==> src/rtl/scroll_position_ctrl.sv <==
// Scroll position controller: frame-synchronous left/right scrolling of two text base positions.
// Latency: frame_pulse 1 cycle after vb rises; position/step_pulse 1 cycle after the firing frame_pulse.
// Backpressure: none, free-running; pause freezes the positions and the prescaler.
//
// Ports:
//   clk, rst_n             clock, asynchronous active-low reset
//   VGA_HORZ_COORD         pixel column (not needed; boundary is purely vertical)
//   VGA_VERT_COORD         pixel row, frame boundary detected at V_ACTIVE
//   Scrolling_Sw           scroll enable (dropping it returns positions to INIT1/INIT2)
//   pause                  level, holds positions and prescaler
//   speed                  pixels moved per step, 0..7
//   dir                    (only with SCROLL_REVERSE_EN) 1 = scroll rightward
//   base_horz, base_horz2  registered lane base positions
//   step_pulse             one-cycle pulse coincident with each position update
//   frame_pulse            one-cycle pulse per frame boundary
// Optional feature macro: SCROLL_REVERSE_EN adds the dir input.
module scroll_position_ctrl #(
  parameter int          V_ACTIVE   = 480,
  parameter int          FRAME_DIV  = 2,
  parameter logic [11:0] INIT1      = 12'd640,
  parameter logic [11:0] INIT2      = 12'd3700,
  parameter logic [11:0] RELOAD     = 12'd640,
  parameter logic [11:0] WRAP_LIMIT = 12'd2999
) (
  input  logic        clk,
  input  logic        rst_n,
  input  logic [11:0] VGA_HORZ_COORD,
  input  logic [11:0] VGA_VERT_COORD,
  input  logic        Scrolling_Sw,
  input  logic        pause,
  input  logic [2:0]  speed,
`ifdef SCROLL_REVERSE_EN
  input  logic        dir,
`endif
  output logic [11:0] base_horz,
  output logic [11:0] base_horz2,
  output logic        step_pulse,
  output logic        frame_pulse
);

  localparam logic [11:0] V_ACT     = 12'(V_ACTIVE);
  localparam logic [3:0]  DIV_LAST  = 4'(FRAME_DIV - 1);
  // Right-hand exit point for reverse scrolling.
  localparam logic [11:0] REV_LIMIT = 12'd640;

  typedef enum logic [1:0] {
    IDLE   = 2'd0,
    RUN    = 2'd1,
    PAUSED = 2'd2
  } state_t;

  state_t      state_q, state_d;
  logic        vb, vb_q;
  logic [3:0]  presc_q;
  logic        count_en, div_hit, step_fire, force_init, rev;
  logic        unused_horz;

  assign unused_horz = ^VGA_HORZ_COORD;

`ifdef SCROLL_REVERSE_EN
  assign rev = dir;
`else
  assign rev = 1'b0;
`endif

  // One lane update. The wrap test looks at the current value, so a lane
  // spends one step at or beyond the exit point before it reloads.
  function automatic logic [11:0] lane_next(input logic [11:0] p,
                                            input logic [2:0]  spd,
                                            input logic        right);
    logic [11:0] r;
    if (right) begin
      if ($signed(p) >= $signed(REV_LIMIT)) r = WRAP_LIMIT;
      else                                   r = p + {9'd0, spd};
    end else begin
      if ($signed(p) <= $signed(WRAP_LIMIT)) r = RELOAD;
      else                                    r = p - {9'd0, spd};
    end
    return r;
  endfunction

  // Frame boundary: rising edge of the vertical-blank flag. vb_q resets to 1
  // so powering up inside blanking does not produce a spurious pulse.
  assign vb = (VGA_VERT_COORD >= V_ACT);

  always_ff @(posedge clk or negedge rst_n) begin
    if (!rst_n) begin
      vb_q        <= 1'b1;
      frame_pulse <= 1'b0;
    end else begin
      vb_q        <= vb;
      frame_pulse <= vb & ~vb_q;
    end
  end

  // Scrolling_Sw=0 takes precedence over pause in every state.
  always_comb begin
    state_d = state_q;
    case (state_q)
      IDLE:    if (Scrolling_Sw) state_d = RUN;
      RUN:     if (!Scrolling_Sw) state_d = IDLE;
               else if (pause)    state_d = PAUSED;
      PAUSED:  if (!Scrolling_Sw) state_d = IDLE;
               else if (!pause)   state_d = RUN;
      default: state_d = IDLE;
    endcase
  end

  // A frame arriving as pause rises still advances the prescaler (so it
  // wraps to 0 on the firing frame) but the step itself is suppressed; after
  // release a full FRAME_DIV frames pass before the next step.
  assign force_init = !Scrolling_Sw || (state_q == IDLE);
  assign count_en   = (state_q == RUN) && Scrolling_Sw && frame_pulse;
  assign div_hit    = count_en && (presc_q == DIV_LAST);
  assign step_fire  = div_hit && !pause;

  always_ff @(posedge clk or negedge rst_n) begin
    if (!rst_n) begin
      state_q    <= IDLE;
      presc_q    <= 4'd0;
      base_horz  <= INIT1;
      base_horz2 <= INIT2;
      step_pulse <= 1'b0;
    end else begin
      state_q    <= state_d;
      step_pulse <= step_fire;
      if (force_init) begin
        // Loaded on the same edge that enters IDLE, so the reset positions
        // appear the cycle after the enable drops.
        presc_q    <= 4'd0;
        base_horz  <= INIT1;
        base_horz2 <= INIT2;
      end else if (count_en) begin
        presc_q <= div_hit ? 4'd0 : presc_q + 4'd1;
        if (step_fire) begin
          base_horz  <= lane_next(base_horz,  speed, rev);
          base_horz2 <= lane_next(base_horz2, speed, rev);
        end
      end
    end
  end

endmodule

==> config.mk <==
export PLATFORM = sky130hd
export DESIGN_NAME = scroll_position_ctrl
export DESIGN_NICKNAME = d
export VERILOG_FILES = /design/src/rtl/scroll_position_ctrl.sv
export SDC_FILE = /design/constraint.sdc
export NUM_CORES = 1
export LEC_CHECK = 0
export ABC_AREA = 1
export CAP_MARGIN = 15
export CORE_MARGIN = 2
export CORE_UTILIZATION = 40
export CTS_CLUSTER_DIAMETER = 150
export DETAILED_ROUTE_END_ITERATION = 16
export GPL_TIMING_DRIVEN = 0
export PLACE_DENSITY = 0.65
export SYNTH_ARGS = -nofsm -noshare
export SYNTH_HDL_FRONTEND = slang
export SYNTH_SLANG_ARGS = --single-unit
==> constraint.sdc <==
create_clock -name clk -period 2.1 [get_ports clk]
set_clock_uncertainty 0.15 [all_clocks]
set_input_delay 0.21 -clock clk [delete_from_list [all_inputs] [get_ports clk]]
set_output_delay 0.21 -clock clk [all_outputs]
set_load 0.005 [all_outputs]
==> flow_metrics.env <==
export IMPL_slowest_delay_ps=410
export IMPL_root_buffer="clkbuf_8"
export IMPL_insertion_delay_ps=290
export IMPL_dp_cells=390
export IMPL_slew_headroom_pct=51.01
export IMPL_worstPathRequired_ps=2170
export IMPL_syn_area_um2=2072
export IMPL_place_area_um2=2545
export IMPL_initial_core_util_pct=41.09
export IMPL_post_route_period_util_pct=90.17
export IMPL_cts_buffers=5
export IMPL_die_area_um2=5771
export IMPL_synth_seq_cells=33
export IMPL_fmax_ghz=0.5281
export IMPL_rows=26
export IMPL_cts_tree="built"
export IMPL_hp_class="input pin to register"
export IMPL_crit_chain="inv_1 -> ha_1 -> fa_1 -> inv_1 -> nand2_1 -> nand3_1 -> nor2_1 -> nand2_1 -> nand3_1 -> o21ai_0"
export IMPL_dpl_hpwl_mm=3.456
export IMPL_ys_warn_count=0
export IMPL_syn_nets=322
export IMPL_clock_path_buffers=2
export IMPL_place_gp_congestion=0.8871
export IMPL_rr_startpoint="base_horz2[0]$_DFFE_PN0P_"
export IMPL_yosys_area_top_type="dfrtp_1"
export IMPL_crit_path_end_kind="register"
export IMPL_ys_types=27
export IMPL_maxCapViolCount=0
export IMPL_io_pins=57
export IMPL_core_area_um2=5042
export IMPL_viasPerCell=4.737
export IMPL_final_common_cell="nand2_1"
export IMPL_crit_start="base_horz2[0]$_DFFE_PN0P_"
export IMPL_wl_mm=4.698
export IMPL_timing_final_hold_violations=0
export IMPL_portBuffers=39
export IMPL_clock_sinks=33
export IMPL_grt_max_degree=34
export IMPL_post_route_drc_count=0
export IMPL_fin_nets=369
export IMPL_seq_area_frac_synth_pct=40.46
export IMPL_irDropWorstVdd_v=0.0003397
export IMPL_seq_area_um2=838.3
export IMPL_cts_max_level=2
export IMPL_crit_path_top_delay_cell="fa_1"
export IMPL_dr_first_iter_drc_count=88
export IMPL_grt_first_pass_wirelength_mm=8.300
export IMPL_rsz0062_at_grt="false"
export IMPL_r2r_cells=10
export IMPL_tightest_slew_ps=734.9
export IMPL_grt_overflow=0
export IMPL_die_h_um=75.97
export IMPL_clk_pin_slew_ps=70
export IMPL_multi_input_area_um2=1059
export IMPL_period_needed_ps=1894
export IMPL_dr_pass1_iters=4
export IMPL_die_w_um=75.97
export IMPL_hold_worst_slack_ps=314.5
export IMPL_antenna_cells=0
export IMPL_layout_common_cells="nand2_1, nor2_1, inv_1"
export IMPL_final_instance_count_excl_fill=399
export IMPL_critPathKind="register to register"
export IMPL_finalSetupViolations=0
export IMPL_ant_nets=0
export IMPL_status="completed"
export IMPL_syn_to_final_growth_pct=29.05
export IMPL_syn_inst=281
export IMPL_yosys_top_cells_area="dfrtp_1, nand2_1, dfstp_2, nor2_1, inv_1"
export IMPL_antenna_found_initial=0
export IMPL_cp_start_kind="register"
export IMPL_grt_pass1_vias=1858
export IMPL_crit_end="base_horz2[10]$_DFFE_PN1P_"
export IMPL_yosysTopAreaCellShare_pct=27.78
export IMPL_fin_area_um2=2674
export IMPL_cp_max_fo=4
export IMPL_routedWlPerCell_um=11.77
export IMPL_syn_area_per_cell_um2=7.374
export IMPL_arrival_ps=1960
export IMPL_grt_usage_pct=17.82
export IMPL_drive_gt1_share_pct=9.119
export IMPL_leakagePower_nw=1.264
export IMPL_post_cts_buffers=0
export IMPL_slew_violations=0
export IMPL_n_fill_cell=505
export IMPL_power_density_nw_per_um2=637.3
export IMPL_via_count=1890
export IMPL_regToRegSetupSlack_ps=210
export IMPL_rr_endpoint="base_horz2[10]$_DFFE_PN1P_"
[logic make-up after synthesis]
family / share of synthesized area [%]
fa+ha+maj: 6.764
xor+xnor: 2.113
flops: 40.46
compound gates: 8.273
buf+inv: 8.574
simple gates: 33.82
[report_power, final]
group | switching, mW | total, mW | internal [mW] | leakage [nW]
logic | 0.204 | 0.364 | 0.161 | 0.787
registers | 0.0399 | 0.714 | 0.674 | 0.419
clock network | 0.239 | 0.626 | 0.387 | 0.0585
[worst min-delay path by stage]
stage | from | to | slack [ps] | cells after the start
global route | VGA_VERT_COORD[9] | vb_q$_DFF_PN1_ | 330 | 3
detailed placement | rst_n | state_q[1]$_DFFE_PN0P_ | 180 | 1
floorplan | rst_n | base_horz2[0]$_DFFE_PN0P_ | -240 | 0
finish | VGA_VERT_COORD[9] | vb_q$_DFF_PN1_ | 310 | 3
CTS | VGA_VERT_COORD[9] | vb_q$_DFF_PN1_ | 310 | 3
global placement | base_horz[9]$_DFFE_PN1P_ | base_horz[9]$_DFFE_PN1P_ | 350 | 2
[synthesized netlist by cell type (all sizes together)]
| cell | n |
|---|---|
| fa | 2 |
| inv | 39 |
| nor2 | 49 |
| nand4 | 4 |
| dfrtp | 23 |
| a31oi | 1 |
| clkinv | 1 |
| dfstp | 10 |
| nor3 | 2 |
| o22ai | 3 |
| nand3 | 26 |
| xor2 | 5 |
| a21oi | 13 |
| buf | 2 |
| ha | 8 |
| o21ai | 14 |
| nand3b | 1 |
| nand2 | 77 |
| o21bai | 1 |
[per-layer routing]
| metal | routed length, um | track usage [%] | up-vias | share of wire (%) |
|---|---|---|---|---|
| met5 | 0 | 0 | - | 0 |
| met4 | 63 | 6.364 | 0 | 1.3 |
| met3 | 195 | 5.095 | 7 | 4.2 |
| met2 | 2201 | 29.64 | 35 | 47 |
| met1 | 2237 | 22.24 | 866 | 48 |
| li1 | - | - | 982 | - |
[registers in the layout, summed over array words and instances (netlist names)]
name,flops
base_horz2,12
base_horz,12
presc_q,4
state_q,2
frame_pulse,1
step_pulse,1
vb_q,1
[repair_timing]
item                                    4_1_cts  5_1_grt
endpoints found under the hold margin        23        0
gates resized for setup                       0        1
hold buffers                                  1        0
endpoints found under the setup margin        0        1
[area by class of cell]
| class | instances | area share, % |
|---|---|---|
| buffer | 2 | 0.9827 |
| clock buffer | 7 | 3.229 |
| tap | 70 | 3.276 |
| multi-input combinational | 206 | 39.59 |
| sequential | 33 | 31.35 |
| timing repair buffer | 40 | 14.79 |
| clock inverter | 1 | 1.123 |
| inverter | 40 | 5.662 |
[worst max-delay path, delay by kind of cell, from the launching register on]
kind / cells / cell delay [ps]
simple gates: 5 / 400
buf+inv: 2 / 130
fa+ha+maj: 2 / 620
flops: 1 / 350
compound gates: 1 / 160
[metrics by stage]
step	power (mW)	utilization [%]	setup slack [ps]	setup TNS, ps
floorplan	0.9361	-	346.8	0
global placement	1.085	50.57	-120.2	-2140
detailed placement	1.085	50.47	-137.0	-596.0
CTS	1.723	52.98	152.7	0
global route	1.806	53.03	46.56	0
finish	1.704	53.03	206.3	0
Note: power is estimated with default switching activity, not from simulation.
